<file path="src/rtl/hazard_ctrl_pkg.sv">
// Shared definitions for the hazard controller: forwarding selects, FSM codes,
// and the scoreboard entry layout.
package hazard_ctrl_pkg;

    localparam logic [1:0] FWD_RF  = 2'd0;
    localparam logic [1:0] FWD_MEM = 2'd1;
    localparam logic [1:0] FWD_WB  = 2'd2;

    localparam logic [1:0] HZ_RUN   = 2'd0;
    localparam logic [1:0] HZ_STALL = 2'd1;
    localparam logic [1:0] HZ_FLUSH = 2'd2;

    localparam int SB_EX  = 0;
    localparam int SB_MEM = 1;
    localparam int SB_WB  = 2;

    typedef struct packed {
        logic       valid;
        logic [4:0] rd;
        logic       is_load;
    } sb_entry_t;

    // x0 writes are never tracked, so x0 can never produce a hazard.
    function automatic sb_entry_t make_entry(input logic [4:0] rd, input logic wen,
                                             input logic is_load);
        sb_entry_t e;
        e.valid   = wen && (rd != 5'd0);
        e.rd      = rd;
        e.is_load = is_load;
        return e;
    endfunction

    function automatic logic [1:0] fwd_sel(input logic [2:0] m, input logic ex_is_load);
        logic [1:0] sel;
        sel = FWD_RF;
        if (m[SB_EX] && !ex_is_load) begin
            sel = FWD_MEM;
        end else if (m[SB_MEM]) begin
            sel = FWD_WB;
        end
        return sel;
    endfunction

endpackage

</file>
<file path="src/rtl/hazard_match.sv">
// Compares one ID source register against the EX/MEM/WB scoreboard entries.
module hazard_match
    import hazard_ctrl_pkg::*;
#(
    parameter int AW = 5
) (
    input  logic       use_i,
    input  logic [4:0] addr_i,
    input  sb_entry_t  ex_i,
    input  sb_entry_t  mem_i,
    input  sb_entry_t  wb_i,
    output logic [2:0] match_o
);

    function automatic logic hit(input logic use_f, input logic [4:0] addr,
                                 input sb_entry_t e);
        return use_f && (addr != 5'd0) && e.valid && (e.rd[AW-1:0] == addr[AW-1:0]);
    endfunction

    assign match_o[SB_EX]  = hit(use_i, addr_i, ex_i);
    assign match_o[SB_MEM] = hit(use_i, addr_i, mem_i);
    assign match_o[SB_WB]  = hit(use_i, addr_i, wb_i);

endmodule

</file>
<file path="src/rtl/hazard_ctrl.sv">
// Pipeline hazard controller for the 5-stage core: stall/flush/freeze plus
// registered EX forwarding selects. Define FORWARDING_EN to enable forwarding.
module hazard_ctrl
    import hazard_ctrl_pkg::*;
#(
    parameter int XLEN_REGS = 32
) (
    input  logic       clk,
    input  logic       rst,
    input  logic       id_valid,
    input  logic [4:0] id_rs1_addr,
    input  logic [4:0] id_rs2_addr,
    input  logic       id_use_rs1,
    input  logic       id_use_rs2,
    input  logic [4:0] id_rd_addr,
    input  logic       id_rf_wen,
    input  logic       id_is_load,
    input  logic       ex_br_taken,
    input  logic       dmem_busy,
    output logic       if_stall,
    output logic       if_flush,
    output logic       id_flush,
    output logic       freeze,
    output logic [1:0] ex_fwd_rs1,
    output logic [1:0] ex_fwd_rs2,
    output logic [1:0] dbg_state
);

    localparam int AW = $clog2(XLEN_REGS);

    sb_entry_t  sb_ex_q, sb_mem_q, sb_wb_q, sb_ex_d;
    logic [1:0] state_q, state_d;
    logic [2:0] m1, m2;
    logic       raw_hazard;

    hazard_match #(.AW(AW)) u_match_rs1 (
        .use_i   (id_valid && id_use_rs1),
        .addr_i  (id_rs1_addr),
        .ex_i    (sb_ex_q),
        .mem_i   (sb_mem_q),
        .wb_i    (sb_wb_q),
        .match_o (m1)
    );

    hazard_match #(.AW(AW)) u_match_rs2 (
        .use_i   (id_valid && id_use_rs2),
        .addr_i  (id_rs2_addr),
        .ex_i    (sb_ex_q),
        .mem_i   (sb_mem_q),
        .wb_i    (sb_wb_q),
        .match_o (m2)
    );

    // WB matches are covered by the write-first register file.
    logic unused_sb;

`ifdef FORWARDING_EN
    assign raw_hazard = (m1[SB_EX] || m2[SB_EX]) && sb_ex_q.is_load;
    assign unused_sb  = ^{m1[SB_WB], m2[SB_WB], sb_mem_q.is_load, sb_wb_q.is_load};
`else
    assign raw_hazard = m1[SB_EX] || m1[SB_MEM] || m2[SB_EX] || m2[SB_MEM];
    assign unused_sb  = ^{m1[SB_WB], m2[SB_WB], sb_ex_q.is_load,
                          sb_mem_q.is_load, sb_wb_q.is_load};
`endif

    // Priority: memory busy freezes everything, then branch redirect, then stall.
    always_comb begin
        freeze   = 1'b0;
        if_stall = 1'b0;
        if_flush = 1'b0;
        id_flush = 1'b0;
        state_d  = state_q;
        if (dmem_busy) begin
            freeze = 1'b1;
        end else if (ex_br_taken) begin
            if_flush = 1'b1;
            id_flush = 1'b1;
            state_d  = HZ_FLUSH;
        end else if (raw_hazard) begin
            if_stall = 1'b1;
            id_flush = 1'b1;
            state_d  = HZ_STALL;
        end else begin
            state_d  = HZ_RUN;
        end
    end

    always_comb begin
        sb_ex_d = '0;
        if (id_valid && !id_flush) begin
            sb_ex_d = make_entry(id_rd_addr, id_rf_wen, id_is_load);
        end
    end

    always_ff @(posedge clk or posedge rst) begin
        if (rst) begin
            sb_ex_q  <= '0;
            sb_mem_q <= '0;
            sb_wb_q  <= '0;
            state_q  <= HZ_RUN;
        end else if (!freeze) begin
            sb_ex_q  <= sb_ex_d;
            sb_mem_q <= sb_ex_q;
            sb_wb_q  <= sb_mem_q;
            state_q  <= state_d;
        end
    end

    assign dbg_state = state_q;

`ifdef FORWARDING_EN
    logic [1:0] fwd1_q, fwd1_d, fwd2_q, fwd2_d;

    assign fwd1_d = id_flush ? FWD_RF : fwd_sel(m1, sb_ex_q.is_load);
    assign fwd2_d = id_flush ? FWD_RF : fwd_sel(m2, sb_ex_q.is_load);

    always_ff @(posedge clk or posedge rst) begin
        if (rst) begin
            fwd1_q <= FWD_RF;
            fwd2_q <= FWD_RF;
        end else if (!freeze) begin
            fwd1_q <= fwd1_d;
            fwd2_q <= fwd2_d;
        end
    end

    assign ex_fwd_rs1 = fwd1_q;
    assign ex_fwd_rs2 = fwd2_q;
`else
    assign ex_fwd_rs1 = FWD_RF;
    assign ex_fwd_rs2 = FWD_RF;
`endif

endmodule

</file>
<file path="config.mk">
export PLATFORM = sky130hd
export DESIGN_NAME = hazard_ctrl
export DESIGN_NICKNAME = d
export VERILOG_FILES = /design/src/rtl/hazard_ctrl_pkg.sv /design/src/rtl/hazard_match.sv /design/src/rtl/hazard_ctrl.sv
export SDC_FILE = /design/constraint.sdc
export NUM_CORES = 1
export LEC_CHECK = 0
export ABC_AREA = 0
export CORE_UTILIZATION = 30
export DETAILED_ROUTE_END_ITERATION = 16
export GPL_TIMING_DRIVEN = 1
export HOLD_SLACK_MARGIN = 0.03
export PLACE_DENSITY = 0.69
export RECOVER_POWER = 50
export SLEW_MARGIN = 40
export SYNTH_ARGS = -nofsm -noshare
export SYNTH_HDL_FRONTEND = slang
export SYNTH_SLANG_ARGS = --single-unit
</file>
<file path="constraint.sdc">
create_clock -name clk -period 2.2 [get_ports clk]
set_input_delay 0.44 -clock clk [delete_from_list [all_inputs] [get_ports clk]]
set_output_delay 0.44 -clock clk [all_outputs]
set_load 0.01 [all_outputs]
</file>
Yosys cells after proc, flatten, opt, wreduce, memory -nomap -nowiden
Cells that the tools add are included.
W data, S select, Z words.
{"block": "totals", "register_bits": 14, "latchBits": 0, "ram_bits": 0, "mem_bits_ro": 0, "input_bits": 24, "output_inout_bits": 10, "wordCells": 44, "mem_count": 0}
{"block": "op_classes", "add_sub_neg": 0, "n_mul": 0, "div": 0, "order_cmp": 0, "eq_ne": 4, "shifts": 0, "muxes": 11, "bitwise": 2, "reduce_logical": 22}
{"operator": "$eq A5 B5 Y1", "n": 4}
{"operator": "$reduce_bool A5 Y1", "n": 3}
{"operator": "$logic_and A1 B1 Y1", "n": 14}
{"operator": "$mux W1", "n": 9}
{"operator": "$mux W7", "n": 1}
{"operator": "$logic_or A1 B1 Y1", "n": 3}
{"operator": "$mux W2", "n": 1}
{"operator": "$not A1 Y1", "n": 2}
{"operator": "$reduce_and A2 Y1", "n": 1}
{"operator": "$logic_not A1 Y1", "n": 1}

Longest topological paths before layout
Gate-level depths: netlist of the first run.
{"block": "depth", "ltp_word": 13, "depth_mapped": 5, "ltp_nobuf": 5}

By module
From an unflattened synthesis of the first run, not the netlist that was laid out.
{"block": "hier_totals", "hier_cells": 122, "area_unflattened_um2": 1352.5}
{"mod": "hazard_ctrl", "instances": 1, "cells_each": 70, "area_per_inst_um2": 967.2, "seq_area_each_um2": 575.6}
{"mod": "hazard_match", "instances": 2, "cells_each": 26, "area_per_inst_um2": 192.7, "seq_area_each_um2": 0.0}

Worst setup path after synthesis of the first run
Ideal clock, no wire load.
{"block": "synth_path", "path_type": "in2out", "from": "input port id_rs2_addr[0]", "to": "output port id_flush", "arrival_time_ns": 1.512, "required_time_ns": 1.760, "slack_ns": 0.248, "path_stages": 4, "path_buffers": 0, "path_cell_list": "or3_1 > o311a_1 > a22oi_4 > nand2_1"}
{"block": "synth_via", "elab_chain_cells": 9, "word_cells_on_any_way": 13, "cone_classes": "eq/ne (2); mux (3); reduce/logical (8)"}
{"item": "start: declaration", "line_no": "hazard_ctrl.sv:12", "source": "input logic [4:0] id_rs2_addr,"}
{"item": "$reduce_bool A5 Y1", "line_no": "hazard_match.sv:17", "source": "return use_f && (addr != 5'd0) && e.valid && (e.rd[AW-1:0] == addr[AW-1:0]);"}
{"item": "$logic_and A1 B1 Y1 (3 in series)", "line_no": "hazard_match.sv:17"}
{"item": "$logic_or A1 B1 Y1", "line_no": "hazard_ctrl.sv:61", "source": "assign raw_hazard = m1[SB_EX] || m1[SB_MEM] || m2[SB_EX] || m2[SB_MEM];"}
{"item": "$logic_or A1 B1 Y1 (*)", "line_no": "hazard_ctrl.sv:61"}
{"item": "$mux W1 (*)", "line_no": "hazard_ctrl.sv:79", "source": "end else if (raw_hazard) begin"}
{"item": "$mux W1 (*)", "line_no": "hazard_ctrl.sv:75", "source": "end else if (ex_br_taken) begin"}
{"item": "$mux W1 (*)", "line_no": "hazard_ctrl.sv:73", "source": "if (dmem_busy) begin"}
{"item": "end: declaration", "line_no": "hazard_ctrl.sv:22", "source": "output logic id_flush,"}
Mark *: on every way between the ends. The rest lies on a longest branch, timed or not.

Worst setup path after layout of the first run
{"block": "layout_path", "from": "input port dmem_busy", "to": "output port freeze"}
{"block": "layout_via", "elab_chain_cells": 1}
{"item": "start: declaration", "line_no": "hazard_ctrl.sv:19", "source": "input logic dmem_busy,"}
{"item": "$mux W1", "line_no": "hazard_ctrl.sv:73"}
{"item": "end: declaration", "line_no": "hazard_ctrl.sv:23", "source": "output logic freeze,"}
No other way between the ends.

==> reports/results.tsv, run 1 <==
stage	metric	value	unit
run_status	status	completed	
flow_run	cap_violations	0	
setup_path	timing.rr.end	sb_ex_q[4]$_DFFE_PP0N_	
setup_path	critPathMaxStageDelay	0.55	ns
setup_path	crit_fanout	16	
synthesis	yosys_most_used_dff	dfrtp_1	
finish	final_nets	148	
drt	vias_per_cell	5.12	
finish	syn2layout_area_growth	48.4	%
sta	rsz0062_at_grt	false	
clock_tree	ctsHtreeMaxLevel	1	
setup_path	r2r_slack	0.54	ns
synthesis	synth-edff-count	0	
synthesis	synth_top_area_frac	0.401	
setup_path	reg2reg_depth	6	
drt	drt_iter0_drc	14	
synthesis	yosysSeqAreaShare	0.401	
clock_tree	post_cts_buffers	0	
global_routing	antenna_found_initial	0	
clock_tree	cts_tree	yes	
die	dieArea	3140	sq um
clock_tree	clk_pin_slew	0.08	ns
synthesis	yosys_warnings	0	
setup_path	crit_path_frequent_cell	clkdlybuf4s50_1	
sta	max_freq	469	MHz
power	p_comb_frac	0.255	
clock_tree	cts-root-buf	clkbuf_4	
power	p_switching	168	uW
drt	drcViolationCount	0	
global_routing	track_usage	0.141	
die	die_h	56.0	um
setup_path	worst-path-buf-inv	3	
die	die_x	56.0	um
sta	timing.hold.ws	0.491	ns
setup_path	worstSetupStartpointType	input port	
finish	drive_above_1_share	0.317	
setup_path	crit_slowest_cell	clkdlybuf4s50_1	
sta	drv_slew	0	
clock_tree	clk_path_buf_depth	2	
drt	routed_wl	2.17	mm
setup_path	end_kind	primary output	
placement	numPortBuffers	28	
placement	dp_hpwl	1.71	mm
drt	drtAntennaViolNets	0	
setup_path	path_cells	clkdlybuf4s50_1 > buf_6 > clkdlybuf4s50_1	
setup_path	rr_startpoint	sb_mem_q[4]$_DFFE_PP0N_	
die	coreArea	2760	sq um
min_path	hold_end	dbg_state[1]$_DFFE_PP0N_	
placement	post-place-ws	-0.625	ns
global_routing	grt_max_degree	17	
finish	n_fill_cell	274	
power	seqPwrFrac	0.458	
drt	wl_per_cell	14.1	um
clock_tree	numCtsBuffers	3	
power	switching_share	0.264	
synthesis	syn_avg_cell_area	10.7	sq um
synthesis	yosysMostFrequentCell	xnor2_1	
global_routing	grt_pass1_vias	780	
setup_path	crit_arrival	1.69	ns
synthesis	synth_cell_types	20	
min_path	min-delay-start	dbg_state[1]$_DFFE_PP0N_	
die	io_pins	34	
sta	relSlewSlack	0.650	
synthesis	synthArstFlopShare	1.00	
placement	routabilityCongestion	0.769	
die	num_rows	19	
sta	clock_skew	0.00433	ns
synthesis	syn_area	875	sq um
clock_tree	cts_sinks	14	
sta	period_share	0.969	
synthesis	postSynthCellCount	82	
drt	firstDrtPassIters	4	
setup_path	worstPathRequired	1.76	ns
setup_path	crit_type	input port to primary output	
drt	via_count	788	
synthesis	synthTopCellsByArea	dfrtp_1 40%, xnor2_1 20%, mux2_2 7.7%	
global_routing	grt_pass1_wl	3.45	mm
power	internal_power	470	uW
clock_tree	clkLatencyLatePin	0.28	ns
global_routing	grt_overflow	0	
sta	fin_setup_tns	0	ns
setup_path	worst_path_dominant_cell_family	buffers and inverters	
synthesis	synthTopCellsByCount	20 x xnor2_1, 14 x dfrtp_1, 8 x nand2_1	
sta	final_hold_viol_count	0	
sta	tightestPinTransition	0.524	ns
sta	finalWorstSetupSlack	0.0685	ns
synthesis	ys_ff_latch	14	
power	powerDensity	492	nW/um^2
min_path	hp-class	flip-flop to flip-flop	
min_path	hold-path-cell-count	2	
sta	min_period	2.13	ns
power	p_clk_frac	0.287	
power	vdd_ir_drop_max	0.359	mV
power	leakagePower	0.000584	uW
sta	setup_viol	0	
die	initial_core_util	0.317	
finish	diodes	0	
synthesis	synth_top_cell_by_area	dfrtp_1	
==> cells by family after synthesis <==
logic type / after synthesis / synth area share
DFF: 14 / 0.401
xor gates and xnor gates: 20 / 0.200
muxes: 6 / 0.0772
other: 1 / 0.00429
AOI/OAI and AO/OA: 13 / 0.147
and+or+nand+nor: 19 / 0.110
buffers and inverters: 9 / 0.0601
==> worst reg2reg max path: stages, from the launching register on <==
cell,delay [ns]
dfrtp_1,0.42
xnor2_1,0.24
nand4_1,0.15
o22ai_2,0.21
a22oi_4,0.11
buf_4,0.17
a32o_1,0.24
==> cells in the final DEF (no fill, tap or decap), types with 3 or more instances in the layout <==
| cell type | n |
|---|---|
| dfrtp_1 | 14 |
| buf_2 | 6 |
| buf_4 | 12 |
| clkbuf_4 | 3 |
| xnor2_1 | 20 |
| nand4_1 | 4 |
| a32o_1 | 5 |
| conb_1 | 4 |
| nand2_1 | 8 |
| mux2_2 | 6 |
| clkdlybuf4s50_1 | 14 |
| dlygate4sd2_1 | 5 |
==> registers in the layout, indices dropped and copies added (netlist names) <==
signal / count
sb_ex_q: 6
dbg_state: 2
sb_mem_q: 6
==> metal layers <==
layer / vias up / track usage / routed length (um) / share of wire
li1: 373 / - / - / -
met1: 375 / 0.161 / 885 / 0.41
met2: 36 / 0.262 / 1120 / 0.52
met3: 4 / 0.0186 / 101 / 0.047
met4: 0 / 0.0557 / 59 / 0.027
met5: - / 0 / 0 / 0
==> what timing repair did <==
item / 4_1_cts / 5_1_grt
pin swaps: 8 / 4
hold buffers: 0 / 0
endpoints found under the setup margin: 3 / 2
endpoints found under the hold margin: 0 / 0
gates resized for setup: 40 / 3
==> worst max-delay path by stage <==
stage               depth (start not counted)  slack (ns)  endpoint                   start
floorplan                                   4        0.25  id_flush          id_rs2_addr[0]
global placement                            6       -0.59  id_flush          id_rs2_addr[0]
detailed placement                          6       -0.63  id_flush          id_rs2_addr[0]
CTS                                         6       0.004  id_flush          id_rs2_addr[2]
global route                                6        0.01  if_stall  sb_ex_q[1]$_DFFE_PP0N_
finish                                      3        0.07    freeze               dmem_busy
==> power by group through the flow <==
stage | Sequential (uW) | Combinational (uW) | Clock [uW]
final | 292 | 163 | 183
after global routing | 294 | 175 | 201
after CTS | 292 | 163 | 186
after floorplan | 293 | 83.2 | 0
after detailed placement | 297 | 165 | 0
after global placement | 295 | 161 | 0
==> final cells by class <==
class | count | area, sq um | share of cell area
tap | 31 | 38.8 | 0.0299
multi-input combinational | 62 | 529 | 0.408
inverter | 2 | 7.51 | 0.00579
clock buffer | 4 | 36.3 | 0.0280
timing repair buffer | 41 | 335 | 0.258
sequential | 14 | 350 | 0.270
==> per-stage QoR <==
stage,total power [uW],instances,cell area (sq um),util
after floorplan,376,85,886,-
after detailed placement,462,150,1260,0.456
after CTS,641,154,1300,0.470
final,638,154,1300,0.471
after global routing,671,154,1300,0.471
after global placement,456,150,1260,0.456
Power figures use the tool's default switching activity.
==> inputs of run 2 (changes only) <==
--- a/config.mk
+++ b/config.mk
@@ -8,7 +8,7 @@
 export ABC_AREA = 0
 export CORE_UTILIZATION = 30
 export DETAILED_ROUTE_END_ITERATION = 16
-export GPL_TIMING_DRIVEN = 1
+export GPL_TIMING_DRIVEN = 0
 export HOLD_SLACK_MARGIN = 0.03
 export PLACE_DENSITY = 0.69
 export RECOVER_POWER = 50
==> constraint.sdc (replaced) <==
create_clock -name clk -period 2.3 [get_ports clk]
set_input_delay 0.46 -clock clk [delete_from_list [all_inputs] [get_ports clk]]
set_output_delay 0.46 -clock clk [all_outputs]
set_load 0.01 [all_outputs]
==> run 2 against run 1 <==
  * Power shrank 6.9%
  * Sequential power down 4%
  * First-iteration DRC count shrank 50%
  * Setup slack worse by 0.017 ns
  * Critical path depth up 3
  * Die area is the same
  * Worst hold slack got worse by 0.0019 ns
  * Utilization shrank 2.0 points
  * Design area is 4.1% lower
  * Largest cell class unchanged
  * Largest power group unchanged
==> reports/results.tsv, run 2 (synthesized netlist as in run 1, its figures left out) <==
stage	metric	value	unit	change
power	switching_share	0.257		was 0.264
sta	max_freq	445	MHz	
die	die_x	56.0	um	unchanged
die	die_h	56.0	um	unchanged
finish	diodes	0		unchanged
clock_tree	clk_pin_slew	0.08	ns	about the same
clock_tree	cts_tree	yes		unchanged
placement	dp_hpwl	1.55	mm	was 1.71 mm
die	coreArea	2760	sq um	unchanged
finish	fin_cells	148		was 154
sta	min_period	2.25	ns	
setup_path	crit_type	input port to primary output		unchanged
clock_tree	postCtsHoldBufs	0		unchanged
power	internal_power	441	uW	was 470 uW
power	p_clk_frac	0.291		was 0.287
sta	final_hold_viol_count	0		unchanged
finish	final_nets	142		was 148
drt	firstDrtPassIters	4		unchanged
finish	drive_above_1_share	0.256		was 0.317
setup_path	end_kind	primary output		unchanged
setup_path	worstPathRequired	1.84	ns	was 1.76 ns
sta	drv_slew	0		unchanged
sta	clock_skew	0.00204	ns	was 0.00433 ns
global_routing	track_usage	0.127		was 0.141
sta	rsz0062_at_grt	false		unchanged
global_routing	antenna_found_initial	0		unchanged
finish	final_cell_mix	20 x xnor2_1, 14 x dfrtp_1, 14 x clkdlybuf4s50_1, 8 x nand2_1		was 20 x xnor2_1, 14 x dfrtp_1, 14 x clkdlybuf4s50_1, 12 x buf_4, 8 x nand2_1
finish	n_fill_cell	263		was 274
clock_tree	numCtsBuffers	3		unchanged
power	power	594	uW	was 638 uW
setup_path	worstSetupStartpointType	input port		unchanged
placement	routabilityCongestion	0.860		was 0.769
global_routing	grt_overflow	0		unchanged
sta	relSlewSlack	0.651		was 0.650
power	vdd_ir_drop_max	0.362	mV	was 0.359 mV
die	dieArea	3140	sq um	unchanged
sta	period_share	0.978		
power	p_switching	153	uW	was 168 uW
clock_tree	ctsHtreeMaxLevel	1		unchanged
drt	drtAntennaViolNets	0		unchanged
finish	syn2layout_area_growth	42.2	%	was 48.4%
clock_tree	cts-root-buf	clkbuf_4		unchanged
die	io_pins	34		unchanged
global_routing	grt_pass1_wl	3.22	mm	was 3.45 mm
power	seqPwrFrac	0.472		was 0.458
clock_tree	clk_path_buf_depth	2		unchanged
flow_run	cap_violations	0		unchanged
finish	final_common_cell	xnor2_1		unchanged
global_routing	grt_max_degree	15		was 17
sta	setup_viol	0		unchanged
drt	wl_per_cell	13.0	um	was 14.1 um
sta	tightestPinTransition	0.522	ns	was 0.524 ns
sta	timing.hold.ws	0.489	ns	was 0.491 ns
clock_tree	clkLatencyLatePin	0.27	ns	was 0.28 ns
power	p_comb_frac	0.238		was 0.255
drt	vias_per_cell	4.98		was 5.12
setup_path	crit_arrival	1.79	ns	was 1.69 ns
drt	via_count	737		was 788
power	leakagePower	0.000565	uW	was 0.000584 uW
drt	routed_wl	1.92	mm	was 2.17 mm
setup_path	crit_fanout	3		was 16
drt	drt_iter0_drc	7		was 14
min_path	hp-class	flip-flop to flip-flop		unchanged
run_status	status	completed		unchanged
global_routing	grt_pass1_vias	733		was 780
placement	dp_cells	143		was 150
die	num_rows	19		unchanged
power	powerDensity	478	nW/um^2	was 492 nW/um^2
clock_tree	cts_sinks	14		unchanged
drt	drcViolationCount	0		unchanged
sta	fin_setup_tns	0	ns	unchanged
die	initial_core_util	0.317		unchanged
placement	numPortBuffers	27		was 28
## run 2: layout make-up
| type | instances | area (sq um) | share of cell area |
|---|---|---|---|
| Timing Repair Buffer | 28 | 248 | 0.199 |
| Multi-Input combinational cell | 62 | 518 | 0.417 |
| Tap cell | 31 | 38.8 | 0.0312 |
| Inverter | 2 | 7.51 | 0.00604 |
| Buffer | 7 | 45.0 | 0.0362 |
| Sequential cell | 14 | 350 | 0.282 |
| Clock buffer | 4 | 36.3 | 0.0292 |
## run 2: final timing paths
| path | from | to | slack (ns) | cells after the start |
|---|---|---|---|---|
| setup / recovery | id_rs1_addr[4] | id_flush | 0.05 | 6 |
| hold / removal | dbg_state[1]$_DFFE_PP0N_ | dbg_state[1]$_DFFE_PP0N_ | 0.49 | 2 |
| setup reg to reg | sb_ex_q[4]$_DFFE_PP0N_ | sb_ex_q[5]$_DFFE_PP0N_ | 0.70 | 6 |
| hold reg to reg | dbg_state[1]$_DFFE_PP0N_ | dbg_state[1]$_DFFE_PP0N_ | 0.49 | 2 |
| max in group asynchronous | rst | sb_mem_q[1]$_DFFE_PP0N_ | 1.30 | 2 |
| min in group asynchronous | rst | sb_ex_q[2]$_DFFE_PP0N_ | 0.65 | 2 |
## run 2: power groups by stage
| stage | combinational [uW] | sequential (uW) | clock, uW |
|---|---|---|---|
| 2_1_floorplan | 79.6 | 281 | 0 |
| 3_3_place_gp | 143 | 284 | 0 |
| 3_5_place_dp | 144 | 285 | 0 |
| 4_1_cts | 146 | 280 | 177 |
| 5_1_grt | 154 | 283 | 190 |
| 6_report | 141 | 280 | 173 |
## run 2: metrics by stage
step            util  worst slack, ns  instance area, sq um
2_1_floorplan      -            0.308                   886
3_3_place_gp   0.433           -0.719                  1190
3_5_place_dp   0.433           -0.740                  1190
4_1_cts        0.457         -0.00373                  1260
5_1_grt        0.451           0.0122                  1240
6_report       0.451           0.0517                  1240
## run 2: worst max-delay path, cell delays in order
cell,delay [ns]
dlygate4sd2_1,0.27
or3_4,0.34
o311a_4,0.32
a22oi_4,0.18
nand2_1,0.07
buf_2,0.14
## run 2: what timing repair did
action / CTS / global route
endpoints found under the setup margin: 2 / 2
gates resized for setup: 26 / 10
hold endpoints to repair: 0 / 0
pin swaps: 4 / 4
buffers inserted: 1 / 0
## run 2: per-layer routing
layer	global-route usage	routed length, um	vias up
met5	0	0	-
met4	0.0523	36	0
met3	0.0233	109	4
met2	0.219	953	26
met1	0.155	822	351
li1	-	-	356
==> inputs of run 3 (changes only) <==
==> constraint.sdc (replaced) <==
create_clock -name clk -period 2.7 [get_ports clk]
set_input_delay 0.54 -clock clk [delete_from_list [all_inputs] [get_ports clk]]
set_output_delay 0.54 -clock clk [all_outputs]
set_load 0.01 [all_outputs]
==> run 3 against run 2 <==
  * Sequential share of layout area up 0.23 points
  * Wire length down 2.2%
  * Flip-flop and latch count unchanged
  * Sequential power down 15%
  * Clock skew down 0.00085 ns
  * Die area unchanged
  * Global-route usage down 0.25 points
  * Cell count unchanged
  * Critical endpoint unchanged
==> reports/results.tsv, run 3 (synthesized netlist as in run 1, its figures left out) <==
stage	metric	value	unit	change
die	coreArea	2760	sq um	unchanged
finish	fin_cells	148		unchanged
power	leakagePower	0.000539	uW	was 0.000565 uW
global_routing	antenna_found_initial	0		unchanged
sta	fin_setup_tns	0	ns	unchanged
power	vdd_ir_drop_max	0.307	mV	was 0.362 mV
die	die_x	56.0	um	unchanged
finish	final_common_cell	xnor2_1		unchanged
clock_tree	postCtsHoldBufs	0		unchanged
sta	finalWorstSetupSlack	0.0332	ns	was 0.0517 ns
setup_path	end_kind	primary output		unchanged
setup_path	worstSetupStartpointType	input port		unchanged
finish	drive_above_1_share	0.162		was 0.256
global_routing	track_usage	0.125		was 0.127
clock_tree	cts_tree	yes		unchanged
sta	rsz0062_at_grt	false		unchanged
die	num_rows	19		unchanged
flow_run	cap_violations	0		unchanged
drt	firstDrtPassIters	3		was 4
run_status	status	completed		unchanged
setup_path	crit_fanout	3		unchanged
sta	max_freq	375	MHz	
finish	syn2layout_area_growth	41.1	%	was 42.2%
clock_tree	numCtsBuffers	3		unchanged
clock_tree	ctsHtreeMaxLevel	1		unchanged
finish	final_cell_mix	20 x xnor2_1, 18 x clkdlybuf4s50_1, 14 x dfrtp_1, 8 x nand2_1, 8 x dlygate4sd2_1		was 20 x xnor2_1, 14 x dfrtp_1, 14 x clkdlybuf4s50_1, 8 x nand2_1
finish	diodes	0		unchanged
clock_tree	clk_pin_slew	0.08	ns	about the same
global_routing	grt_pass1_wl	3.15	mm	was 3.22 mm
sta	setup_viol	0		unchanged
placement	routabilityCongestion	0.860		unchanged
setup_path	timing.rr.end	sb_ex_q[5]$_DFFE_PP0N_		unchanged
power	powerDensity	408	nW/um^2	was 478 nW/um^2
placement	numPortBuffers	27		unchanged
min_path	min-delay-start	dbg_state[1]$_DFFE_PP0N_		unchanged
finish	final_nets	142		unchanged
sta	drv_slew	0		unchanged
setup_path	rr_startpoint	sb_ex_q[1]$_DFFE_PP0N_		was sb_ex_q[4]$_DFFE_PP0N_
min_path	hold-path-cell-count	2		unchanged
global_routing	grt_overflow	0		unchanged
die	initial_core_util	0.317		unchanged
setup_path	r2r_slack	1.01	ns	was 0.70 ns
sta	period_share	0.988		
min_path	hp-class	flip-flop to flip-flop		unchanged
sta	clock_skew	0.00119	ns	was 0.00204 ns
die	die_h	56.0	um	unchanged
setup_path	reg2reg_depth	6		unchanged
sta	tightestPinTransition	0.524	ns	was 0.522 ns
setup_path	path_cells	dlygate4sd2_1 > or3_1 > o311a_2 > a22oi_4 > nand2_1 > dlygate4sd2_1		was dlygate4sd2_1 > or3_4 > o311a_4 > a22oi_4 > nand2_1 > buf_2
clock_tree	cts_sinks	14		unchanged
setup_path	critPathMaxStageDelay	0.41	ns	was 0.34 ns
sta	min_period	2.67	ns	
sta	relSlewSlack	0.650		was 0.651
setup_path	crit_type	input port to primary output		unchanged
setup_path	worstPathRequired	2.16	ns	was 1.84 ns
sta	final_hold_viol_count	0		unchanged
min_path	hold_end	dbg_state[1]$_DFFE_PP0N_		unchanged
die	io_pins	34		unchanged
drt	wl_per_cell	12.7	um	was 13.0 um
global_routing	grt_pass1_vias	739		was 733
die	dieArea	3140	sq um	unchanged
setup_path	crit_slowest_cell	or3_1		was or3_4
drt	drtAntennaViolNets	0		unchanged
drt	routed_wl	1.88	mm	was 1.92 mm
drt	drt_iter0_drc	9		was 7
clock_tree	clkLatencyLatePin	0.27	ns	about the same
drt	drcViolationCount	0		unchanged
setup_path	crit_path_frequent_cell	dlygate4sd2_1		
placement	dp_hpwl	1.55	mm	unchanged
global_routing	grt_max_degree	15		unchanged
placement	dp_cells	143		unchanged
drt	via_count	738		was 737
placement	post-place-ws	-0.500	ns	was -0.740 ns
clock_tree	clk_path_buf_depth	2		unchanged
setup_path	crit_arrival	2.13	ns	was 1.79 ns
clock_tree	cts-root-buf	clkbuf_4		unchanged
drt	vias_per_cell	4.99		was 4.98
==> run 3: worst max-delay path: cells and delay by family <==
kind                   cells  cell delay (ns)
buffers and inverters      2             0.57
AOI/OAI and AO/OA          2             0.56
and+or+nand+nor            2             0.48
==> run 3: power by group <==
group	internal (uW)	total, uW	switching [uW]
clock	81.9	146	63.9
sequential	223	239	16.1
combinational	72.2	119	46.8
total	377	503	127
==> run 3: metal layers <==
layer	routed length, um	global-route usage	up-vias
met5	0	0	-
met4	36	0.0557	0
met3	102	0.0233	4
met2	931	0.214	26
met1	809	0.150	351
li1	-	-	357
==> run 3: layout make-up <==
type	instances	area [sq um]
clock buffer	4	36.3
fill	268	1520
sequential	14	350
inverter	2	7.51
multi-input combinational	62	488
tap	31	38.8
timing repair buffer	28	268
buffer	7	45.0
==> run 3: what timing repair did <==
item,4_1_cts,5_1_grt
setup buffers,1,0
resized for setup,9,0
setup endpoints to repair,2,0
==> run 3: worst max-delay path by stage <==
stage                    from        to  depth (start not counted)
2_1_floorplan  id_rs2_addr[0]  id_flush                          4
3_3_place_gp   id_rs1_addr[4]  id_flush                          6
3_5_place_dp   id_rs2_addr[0]  id_flush                          6
4_1_cts        id_rs1_addr[1]  id_flush                          6
5_1_grt        id_rs1_addr[1]  id_flush                          6
6_report       id_rs1_addr[1]  id_flush                          6
==> run 3: through the flow <==
step | instance area, sq um | total power (uW) | util | hold WS, ns
after detailed placement | 1190 | 366 | 0.433 | 0.473
after CTS | 1230 | 510 | 0.447 | 0.498
final | 1230 | 503 | 0.447 | 0.489
after floorplan | 886 | 307 | - | 0.429
after global routing | 1230 | 533 | 0.447 | 0.535
after global placement | 1190 | 363 | 0.433 | 0.471
